### src/rtl/rx_word_assembler.sv
`default_nettype none
// ============================================================================
// Module      : rx_word_assembler
// Description : Packs SYMBOL_WIDTH-bit symbols into WORD_WIDTH-bit words and
//               presents them in a single-entry valid/ready output slot.
//               Optional inter-symbol timeout enabled by RX_ASM_TIMEOUT_EN.
// Revision    : 1.0 - initial release
// ============================================================================
module rx_word_assembler #(
  parameter int SYMBOL_WIDTH   = 8,
  parameter int WORD_WIDTH     = 32,
  parameter int MSB_FIRST      = 0,
  parameter int TIMEOUT_CYCLES = 1000,
  localparam int NUM_SYMS      = WORD_WIDTH / SYMBOL_WIDTH,
  localparam int CNT_W         = $clog2(NUM_SYMS + 1)
) (
  input  logic                    i_clk,
  input  logic                    i_reset_n,
  input  logic                    i_sym_valid,
  input  logic [SYMBOL_WIDTH-1:0] i_sym_data,
  input  logic                    i_flush,
  input  logic                    i_word_ready,
  input  logic                    i_clear_err,
  output logic [WORD_WIDTH-1:0]   o_word,
  output logic                    o_word_valid,
  output logic [CNT_W-1:0]        o_sym_count,
  output logic                    o_busy,
  output logic                    o_overflow,
  output logic                    o_timeout
);

  typedef enum logic [0:0] {
    ST_IDLE    = 1'b0,
    ST_COLLECT = 1'b1
  } state_t;

  state_t                  r_state;
  state_t                  w_next_state;
  logic [CNT_W-1:0]        r_count;
  logic [CNT_W-1:0]        w_next_count;
  logic [WORD_WIDTH-1:0]   r_partial;
  logic [WORD_WIDTH-1:0]   w_next_partial;
  logic [WORD_WIDTH-1:0]   w_assembled;
  logic [WORD_WIDTH-1:0]   r_word;
  logic                    r_word_valid;
  logic                    r_overflow;
  logic                    w_accept;
  logic                    w_last;
  logic                    w_complete;
  logic                    w_slot_free;
  logic                    w_timeout_hit;

  if ((WORD_WIDTH % SYMBOL_WIDTH) != 0 || NUM_SYMS < 1) begin : g_bad_width
    $error("rx_word_assembler: WORD_WIDTH must be a non-zero multiple of SYMBOL_WIDTH");
  end
  if (TIMEOUT_CYCLES < 1) begin : g_bad_timeout
    $error("rx_word_assembler: TIMEOUT_CYCLES must be at least 1");
  end

  // The symbol in flight is merged into its slot so a completing word is
  // available in the same cycle as its last strobe.
  for (genvar k = 0; k < NUM_SYMS; k++) begin : g_slot
    localparam int POS = (MSB_FIRST != 0) ? (NUM_SYMS - 1 - k) : k;
    assign w_assembled[POS*SYMBOL_WIDTH +: SYMBOL_WIDTH] =
      (r_count == CNT_W'(k)) ? i_sym_data
                             : r_partial[POS*SYMBOL_WIDTH +: SYMBOL_WIDTH];
  end

  assign w_accept    = i_sym_valid && !i_flush;
  assign w_last      = (r_count == CNT_W'(NUM_SYMS - 1));
  assign w_complete  = w_accept && w_last;
  assign w_slot_free = !r_word_valid || i_word_ready;

  always_comb begin
    w_next_count   = r_count;
    w_next_partial = r_partial;
    if (i_flush || w_timeout_hit || w_complete) begin
      w_next_count   = '0;
      w_next_partial = '0;
    end else if (w_accept) begin
      w_next_count   = r_count + CNT_W'(1);
      w_next_partial = w_assembled;
    end
    w_next_state = (w_next_count != '0) ? ST_COLLECT : ST_IDLE;
  end

  always_ff @(posedge i_clk or negedge i_reset_n) begin
    if (!i_reset_n) begin
      r_state   <= ST_IDLE;
      r_count   <= '0;
      r_partial <= '0;
    end else begin
      r_state   <= w_next_state;
      r_count   <= w_next_count;
      r_partial <= w_next_partial;
    end
  end

  // A set event outranks a same-cycle clear so no drop goes unreported.
  always_ff @(posedge i_clk or negedge i_reset_n) begin
    if (!i_reset_n) begin
      r_word       <= '0;
      r_word_valid <= 1'b0;
      r_overflow   <= 1'b0;
    end else begin
      if (w_complete && w_slot_free) begin
        r_word       <= w_assembled;
        r_word_valid <= 1'b1;
      end else if (r_word_valid && i_word_ready) begin
        r_word_valid <= 1'b0;
      end
      if (w_complete && !w_slot_free) begin
        r_overflow <= 1'b1;
      end else if (i_clear_err) begin
        r_overflow <= 1'b0;
      end
    end
  end

`ifdef RX_ASM_TIMEOUT_EN
  localparam int TO_W = $clog2(TIMEOUT_CYCLES + 1);

  logic [TO_W-1:0] r_idle;
  logic            r_timeout;

  // An arriving symbol always beats the timeout in the same cycle.
  assign w_timeout_hit = (r_state == ST_COLLECT) && !i_sym_valid && !i_flush &&
                         (r_idle == TO_W'(TIMEOUT_CYCLES - 1));

  always_ff @(posedge i_clk or negedge i_reset_n) begin
    if (!i_reset_n) begin
      r_idle    <= '0;
      r_timeout <= 1'b0;
    end else begin
      r_timeout <= w_timeout_hit;
      if (r_state == ST_IDLE || i_sym_valid || i_flush || w_timeout_hit) begin
        r_idle <= '0;
      end else begin
        r_idle <= r_idle + TO_W'(1);
      end
    end
  end

  assign o_timeout = r_timeout;
`else
  assign w_timeout_hit = 1'b0;
  assign o_timeout     = 1'b0;
`endif

  assign o_word       = r_word;
  assign o_word_valid = r_word_valid;
  assign o_sym_count  = r_count;
  assign o_busy       = (r_state == ST_COLLECT);
  assign o_overflow   = r_overflow;

endmodule
`default_nettype wire

### config.mk
export PLATFORM = sky130hd
export DESIGN_NAME = rx_word_assembler
export DESIGN_NICKNAME = d
export VERILOG_FILES = /design/src/rtl/rx_word_assembler.sv
export SDC_FILE = /design/constraint.sdc
export NUM_CORES = 1
export LEC_CHECK = 0
export ABC_AREA = 1
export CAP_MARGIN = 20
export CORE_UTILIZATION = 45
export CTS_CLUSTER_SIZE = 16
export DETAILED_ROUTE_END_ITERATION = 6
export GPL_TIMING_DRIVEN = 0
export HOLD_SLACK_MARGIN = 0.02
export MAX_ROUTING_LAYER = met4
export PLACE_DENSITY = 0.68
export SYNTH_ARGS = -nofsm -noshare
export SYNTH_HDL_FRONTEND = slang
export SYNTH_SLANG_ARGS = --single-unit
### constraint.sdc
create_clock -name i_clk -period 2.4 [get_ports i_clk]
set_input_delay 0.36 -clock i_clk [delete_from_list [all_inputs] [get_ports i_clk]]
set_output_delay 0.36 -clock i_clk [all_outputs]
set_load 0.02 [all_outputs]
==> impl_summary.log, run 1 <==
[metrics] status: finished, final reports clean
[metrics] area growth from synthesis to layout: 24.51%
[metrics] count of filler cells inserted in the layout: 594
[metrics] number of optimization iterations in the first detailed-route pass: 4
[metrics] top cell type's share of synthesized area: 56.43%
[metrics] commonest non-fill, non-tap cell in the layout: sky130_fd_sc_hd__nand2_1
[metrics] total power of the final layout: 2.273 mW
[metrics] Worst R2R Setup Slack: 0.60 ns
[metrics] syn_area_per_cell: 8.042 µm²
[metrics] switching fraction of total power: 25.66%
[metrics] detailed-route wire length: 7010 µm
[metrics] met2 capacity usage during global routing: 36.80%
[metrics] kind of end point of the critical path: flop
[metrics] multi-input logic area: 1134 µm²
[metrics] total of max-cap violations: 0
[metrics] summed negative setup slack over all endpoints: 0 ns
[metrics] Vias/cell: 4.905
[metrics] slowest library cell on the worst path: sky130_fd_sc_hd__dfrtp_1
[metrics] CTS tree: built
[metrics] grt met1 use: 28.12%
[metrics] Max Freq: 554.6 MHz
[metrics] Synth Cell Area: 3104 µm²
[metrics] GR Layer Usage met3: 3.502%
[metrics] proportion of power drawn by the clock network: 35.5%
[metrics] portion of total power attributed to combinational logic: 10.3%
[metrics] worst-case headroom to the max-slew limit: 41.30%
[metrics] final instance area: 3865 µm²
[metrics] Seq pwr share: 54.1%
[metrics] Hold Fails Final Rpt: 0
[metrics] via count: 2,590
[metrics] count of hold buffers inserted by post-cts repair: 0
[metrics] placer congestion estimate: 0.7709
[metrics] startpoint class of the critical path: flop
[metrics] count of unresolved DRC violations after routing: 0
[metrics] Area contributors post-synth: sky130_fd_sc_hd__dfrtp_1 (56%), sky130_fd_sc_hd__nand2_1 (26%), sky130_fd_sc_hd__o21ai_0 (5.5%)
[metrics] maximum fanout along the worst path: 10
[metrics] global routing's busiest layer: met2
[metrics] maximum vdd ir drop: 330.5 µV
[metrics] HPWL after detailed placement: 4689 µm
[metrics] total count of max-transition violations in the final report: 0
[metrics] P_sw: 0.5831 mW
[metrics] clock-pin slew reported for the worst setup and hold paths after clock tree synthesis: 0.07 ns
[metrics] ant diodes: 0
[metrics] full die area: 7234 µm²
[metrics] data required time of the critical path: 2.63 ns
[metrics] number of core rows: 29
[metrics] Final Net Count: 467
[metrics] cell leakage power: 2.081 nW
[metrics] TritonCTS Buffers: 9
[metrics] Iteration-0 DRC Markers: 238
[metrics] Final min period: 1.803 ns
[metrics] floorplan die width: 85.06 µm
[metrics] maximum cell stage delay along the critical path: 0.43 ns
[metrics] instance area at placement: 3709 µm²
[metrics] post-synthesis net count: 405
[metrics] power density of the placed cells: 588.0 nW/µm²
[metrics] number of unique standard cell types used by synthesis: 18
[metrics] y dimension of the die: 85.06 µm
[metrics] combined flip-flop and latch cell area: 1752 µm²
[metrics] clock latency on the worst-skew pair: 0.34 ns
[metrics] Clock Root Buffer: sky130_fd_sc_hd__clkbuf_8
[metrics] buffers added on ports: 51
[metrics] measured slew at the worst slew-check pin: 0.8805 ns
[metrics] Worst Clk Skew: 0.004572 ns
[metrics] wire length of the first global-routing pass: 12,070 µm
[metrics] I/O pins: 53
[metrics] cell family with the largest share of critical-path delay: adder cells
[metrics] endpoints failing setup: 0
[metrics] aggregate global routing overflow: 0
[metrics] fin crit share: 75.12%
[metrics] setup fix buffers added after clock tree synthesis: 0
[metrics] unrepaired setup endpoints after global routing: no
[metrics] Antenna Nets Post-Route: 0
[metrics] cts repair resizes: 0
[metrics] total track usage: 22.51%
[metrics] post-synth top area cell: sky130_fd_sc_hd__dfrtp_1
[metrics] core area: 6495 µm²
[metrics] startpoint-to-endpoint class of the critical path: reg -> reg
[metrics] arrival time of data at the critical path endpoint: 2.04 ns
[metrics] Yosys warnings: 0
[metrics] internal power component: 1.689 mW
[metrics] initial core utilization: 47.79%
[metrics] share of final-layout standard cells stronger than drive strength 1: 6.652%
[metrics] number of buffer and inverter instances along the worst setup path: 2
[metrics] kind of path behind the tightest hold check: in -> async
[metrics] Post-Synthesis Cells: 386
[metrics] cells traversed along the worst timing path: ha_1 -> ha_1 -> inv_1 -> clkbuf_1 -> o21ai_0 -> nand2_1 -> nand2_1
[metrics] clock tree sinks: 70
[metrics] pin count of the biggest net entering global routing: 71
[metrics] initial antenna violation count: 0
[metrics] Wirelength per Cell: 13.28 µm
[metrics] share of synthesized area occupied by flip-flops and latches: 56.43%
[metrics] maximum number of buffers from clock root to sink: 2
[metrics] commonest non-fill, non-tap cells in the layout: sky130_fd_sc_hd__nand2_1 (216), sky130_fd_sc_hd__dfrtp_1 (70), sky130_fd_sc_hd__clkdlybuf4s50_1 (50)
[metrics] count of H-tree levels built during CTS: 3
[metrics] vias in the first global route: 2,560
[metrics] flop and latch count out of synthesis: 70
-- routing by layer --
layer	part of all wire, %	up-vias	wire length [µm]
met5	0	-	0
met4	1.6	0	115
met3	4.2	10	291
met2	47	65	3307
met1	47	1219	3295
li1	-	1296	-
-- through the flow --
stage          std cells  setup WS, ns  hold slack (ns)  utilization (%)
4_1_cts              528        0.6171           0.1783            59.51
3_3_place_gp         514        -1.445           0.4486            57.14
3_5_place_dp         514        0.5261           0.4527            57.10
6_report             528        0.5970           0.1365            59.51
2_1_floorplan        386        0.7492          0.06441                -
5_1_grt              528        0.4749           0.2287            59.51
-- area by class of cell --
| class | count | share of cell area [%] |
|---|---|---|
| buffer | 16 | 2.849 |
| clock buffer | 13 | 3.852 |
| clock inverter | 1 | 0.1942 |
| inverter | 29 | 2.816 |
| multi-input combinational | 271 | 29.33 |
| sequential | 70 | 45.32 |
| tap | 77 | 2.493 |
| timing repair buffer | 51 | 13.14 |
-- cell usage after synthesis, drive strengths merged --
master,n
nand2,216
dfrtp,70
o21ai,34
inv,29
buf,13
nand3,9
ha,5
nor2,4
clkbuf,3
a21oi,1
conb,1
o22ai,1
-- path summary, 6_finish.rpt --
path,start,end,cells past startpoint
hold / removal,i_reset_n,o_word[31],1
setup / recovery,o_sym_count[0],o_word[29],7
hold reg to reg,o_word[31],o_word[31],2
min in group i_clk,o_word[31],o_word[31],2
max in group asynchronous,i_reset_n,o_word[13],1
setup reg to reg,o_sym_count[0],o_word[29],7
-- sequential cells by signal (all words and copies together), names as in the netlist --
register,count
o_word,32
r_partial,32
o_sym_count,3
o_busy,1
o_overflow,1
o_word_valid,1
-- power by group through the flow --
stage          logic [mW]  registers [mW]  clock network, mW
3_5_place_dp        0.236            1.25                  0
2_1_floorplan      0.0978            1.27                  0
6_report            0.235            1.23              0.808
5_1_grt             0.263            1.23              0.871
4_1_cts             0.238            1.23              0.822
3_3_place_gp        0.234            1.25                  0
-- cells by family (layout without fill, tap and decap cells) --
group	count (synthesis)	count (layout)	synth area share, %
simple gates	229	229	28.54
compound gates	36	36	5.844
buf+inv	45	110	7.054
other cells	1	1	0.1208
fa+ha+maj	5	5	2.015
flops	70	70	56.43
Note: power is estimated with default switching activity, not from simulation.
==> run 2, diff against run 1 <==
Settings changed: PLACE_DENSITY 0.68 to 0.7.
Clock period 2.4 ns to 1.6 ns, I/O delays scaled along.
==> run 2 against run 1 <==
  * Sequential cell count is the same
  * Largest cell class unchanged
  * Critical path type is now reg -> out
  * Global-route usage shrank 1.3 points
  * Register-to-register slack lost 0.54 ns
  * Largest power group unchanged
  * Cell count grew 0.38%
==> impl_summary.log, run 2 (synthesis gave the netlist of run 1 again) <==
[metrics] status: finished, final reports clean
[metrics] final instance area: 3951 µm²
[metrics] count of unresolved DRC violations after routing: 0
[metrics] via count: 2,544
[metrics] commonest non-fill, non-tap cells in the layout: sky130_fd_sc_hd__nand2_1 (214), sky130_fd_sc_hd__dfrtp_1 (68), sky130_fd_sc_hd__clkdlybuf4s50_1 (47)
[metrics] data required time of the critical path: 1.36 ns
[metrics] vias in the first global route: 2,415
[metrics] Worst Clk Skew: 0.005494 ns
[metrics] count of filler cells inserted in the layout: 580
[metrics] arrival time of data at the critical path endpoint: 1.33 ns
[metrics] area growth from synthesis to layout: 27.29%
[metrics] core area: 6495 µm²
[metrics] unrepaired setup endpoints after global routing: yes
[metrics] aggregate global routing overflow: 0
[metrics] worst-case headroom to the max-slew limit: 42.81%
[metrics] power density of the placed cells: 892.7 nW/µm²
[metrics] Iteration-0 DRC Markers: 180
[metrics] share of final-layout standard cells stronger than drive strength 1: 8.830%
[metrics] initial antenna violation count: 0
[metrics] maximum number of buffers from clock root to sink: 2
[metrics] Wirelength per Cell: 12.83 µm
[metrics] maximum cell stage delay along the critical path: 0.61 ns
[metrics] initial core utilization: 47.79%
[metrics] I/O pins: 53
[metrics] count of hold buffers inserted by post-cts repair: 0
[metrics] Vias/cell: 4.800
[metrics] y dimension of the die: 85.06 µm
[metrics] pin count of the biggest net entering global routing: 71
[metrics] buffers added on ports: 51
[metrics] number of optimization iterations in the first detailed-route pass: 4
[metrics] instance area at placement: 3712 µm²
[metrics] fin crit share: 97.93%
[metrics] instance count after placement with tap cells included: 514
[metrics] ant diodes: 0
[metrics] wire length of the first global-routing pass: 11,190 µm
[metrics] Final min period: 1.567 ns
[metrics] measured slew at the worst slew-check pin: 0.8578 ns
[metrics] endpoints failing setup: 0
[metrics] clock-pin slew reported for the worst setup and hold paths after clock tree synthesis: 0.07 ns
[metrics] total track usage: 21.20%
[metrics] kind of path behind the tightest hold check: in -> async
[metrics] number of core rows: 29
[metrics] total power of the final layout: 3.527 mW
[metrics] maximum vdd ir drop: 482.3 µV
[metrics] number of buffer and inverter instances along the worst setup path: 1
[metrics] TritonCTS Buffers: 9
[metrics] cell family with the largest share of critical-path delay: buffers and inverters
[metrics] full die area: 7234 µm²
[metrics] summed negative setup slack over all endpoints: 0 ns
[metrics] combined flip-flop and latch cell area: 1754 µm²
[metrics] Clock Root Buffer: sky130_fd_sc_hd__clkbuf_8
[metrics] Util after Layout: 60.84%
[metrics] startpoint class of the critical path: flop
[metrics] clock latency on the worst-skew pair: 0.35 ns
[metrics] CTS tree: built
[metrics] total count of max-transition violations in the final report: 0
[metrics] Hold Fails Final Rpt: 0
[metrics] HPWL after detailed placement: 4556 µm
[metrics] final non-filler cell total: 530
[metrics] cell leakage power: 2.132 nW
[metrics] detailed-route wire length: 6799 µm
[metrics] placer congestion estimate: 0.7752
[metrics] maximum fanout along the worst path: 2
[metrics] total of max-cap violations: 0
[metrics] count of H-tree levels built during CTS: 3
[metrics] floorplan die width: 85.06 µm
[metrics] Final Net Count: 467
[metrics] kind of end point of the critical path: output port
[metrics] clock tree sinks: 70
[metrics] multi-input logic area: 1171 µm²
[metrics] startpoint-to-endpoint class of the critical path: reg -> out
[metrics] cells traversed along the worst timing path: clkdlybuf4s50_1
[metrics] Antenna Nets Post-Route: 0
[metrics] Max Freq: 638.2 MHz
[metrics] commonest non-fill, non-tap cell in the layout: sky130_fd_sc_hd__nand2_1
[metrics] slowest library cell on the worst path: sky130_fd_sc_hd__clkdlybuf4s50_1
[run 2: report_power, final]
part,internal [mW],switching [mW],total (mW)
clock network,0.694,0.628,1.32
registers,1.82,0.0280,1.85
logic,0.131,0.228,0.359
total,2.64,0.884,3.53
[run 2: cell type report]
class | count | share of cell area, %
Tap cell | 77 | 2.438
Timing Repair Buffer | 53 | 13.24
Clock buffer | 16 | 4.560
Buffer | 14 | 2.913
Sequential cell | 70 | 44.40
Multi-Input combinational cell | 271 | 29.64
Inverter | 29 | 2.818
[run 2: repair_timing]
action / CTS / global route
resized for setup: 6 / 19
setup buffers: 2 / 0
pin swaps: 2 / 1
endpoints found under the setup margin: 58 / 53
[run 2: metrics by stage]
| stage | hold WS, ns | setup slack, ns |
|---|---|---|
| 6_report | 0.002862 | 0.03315 |
| 2_1_floorplan | -0.05559 | 0.03050 |
| 3_5_place_dp | 0.4136 | -0.1320 |
| 5_1_grt | 0.09993 | -0.05287 |
| 3_3_place_gp | 0.4489 | -2.324 |
| 4_1_cts | 0.03836 | 0.01161 |
[run 2: worst paths after layout]
path,startpoint,to,slack [ns],cells past startpoint
worst max register to register,o_sym_count[1],o_word[11],0.06,6
max in group asynchronous,i_reset_n,o_sym_count[0],1.02,1
worst min register to register,r_partial[27],r_partial[27],0.47,2
min in group i_clk,i_clear_err,o_overflow,0.46,2
worst min-delay path,i_reset_n,r_partial[2],0.003,1
worst max-delay path,o_word[1],o_word[1],0.03,1
[run 2: per-layer routing]
layer / global-route usage [%] / routed length, µm / vias up
met5: - / 0 / -
met4: 10.17 / 136 / 0
met3: 3.210 / 305 / 11
met2: 34.97 / 3198 / 66
met1: 25.61 / 3160 / 1172
li1: - / - / 1295
==> run 3, diff against run 2 <==
Settings changed: HOLD_SLACK_MARGIN 0.02 to default.
==> results of run 3 <==
Same layout as run 2: the final DEF is identical, and so are final timing and power.
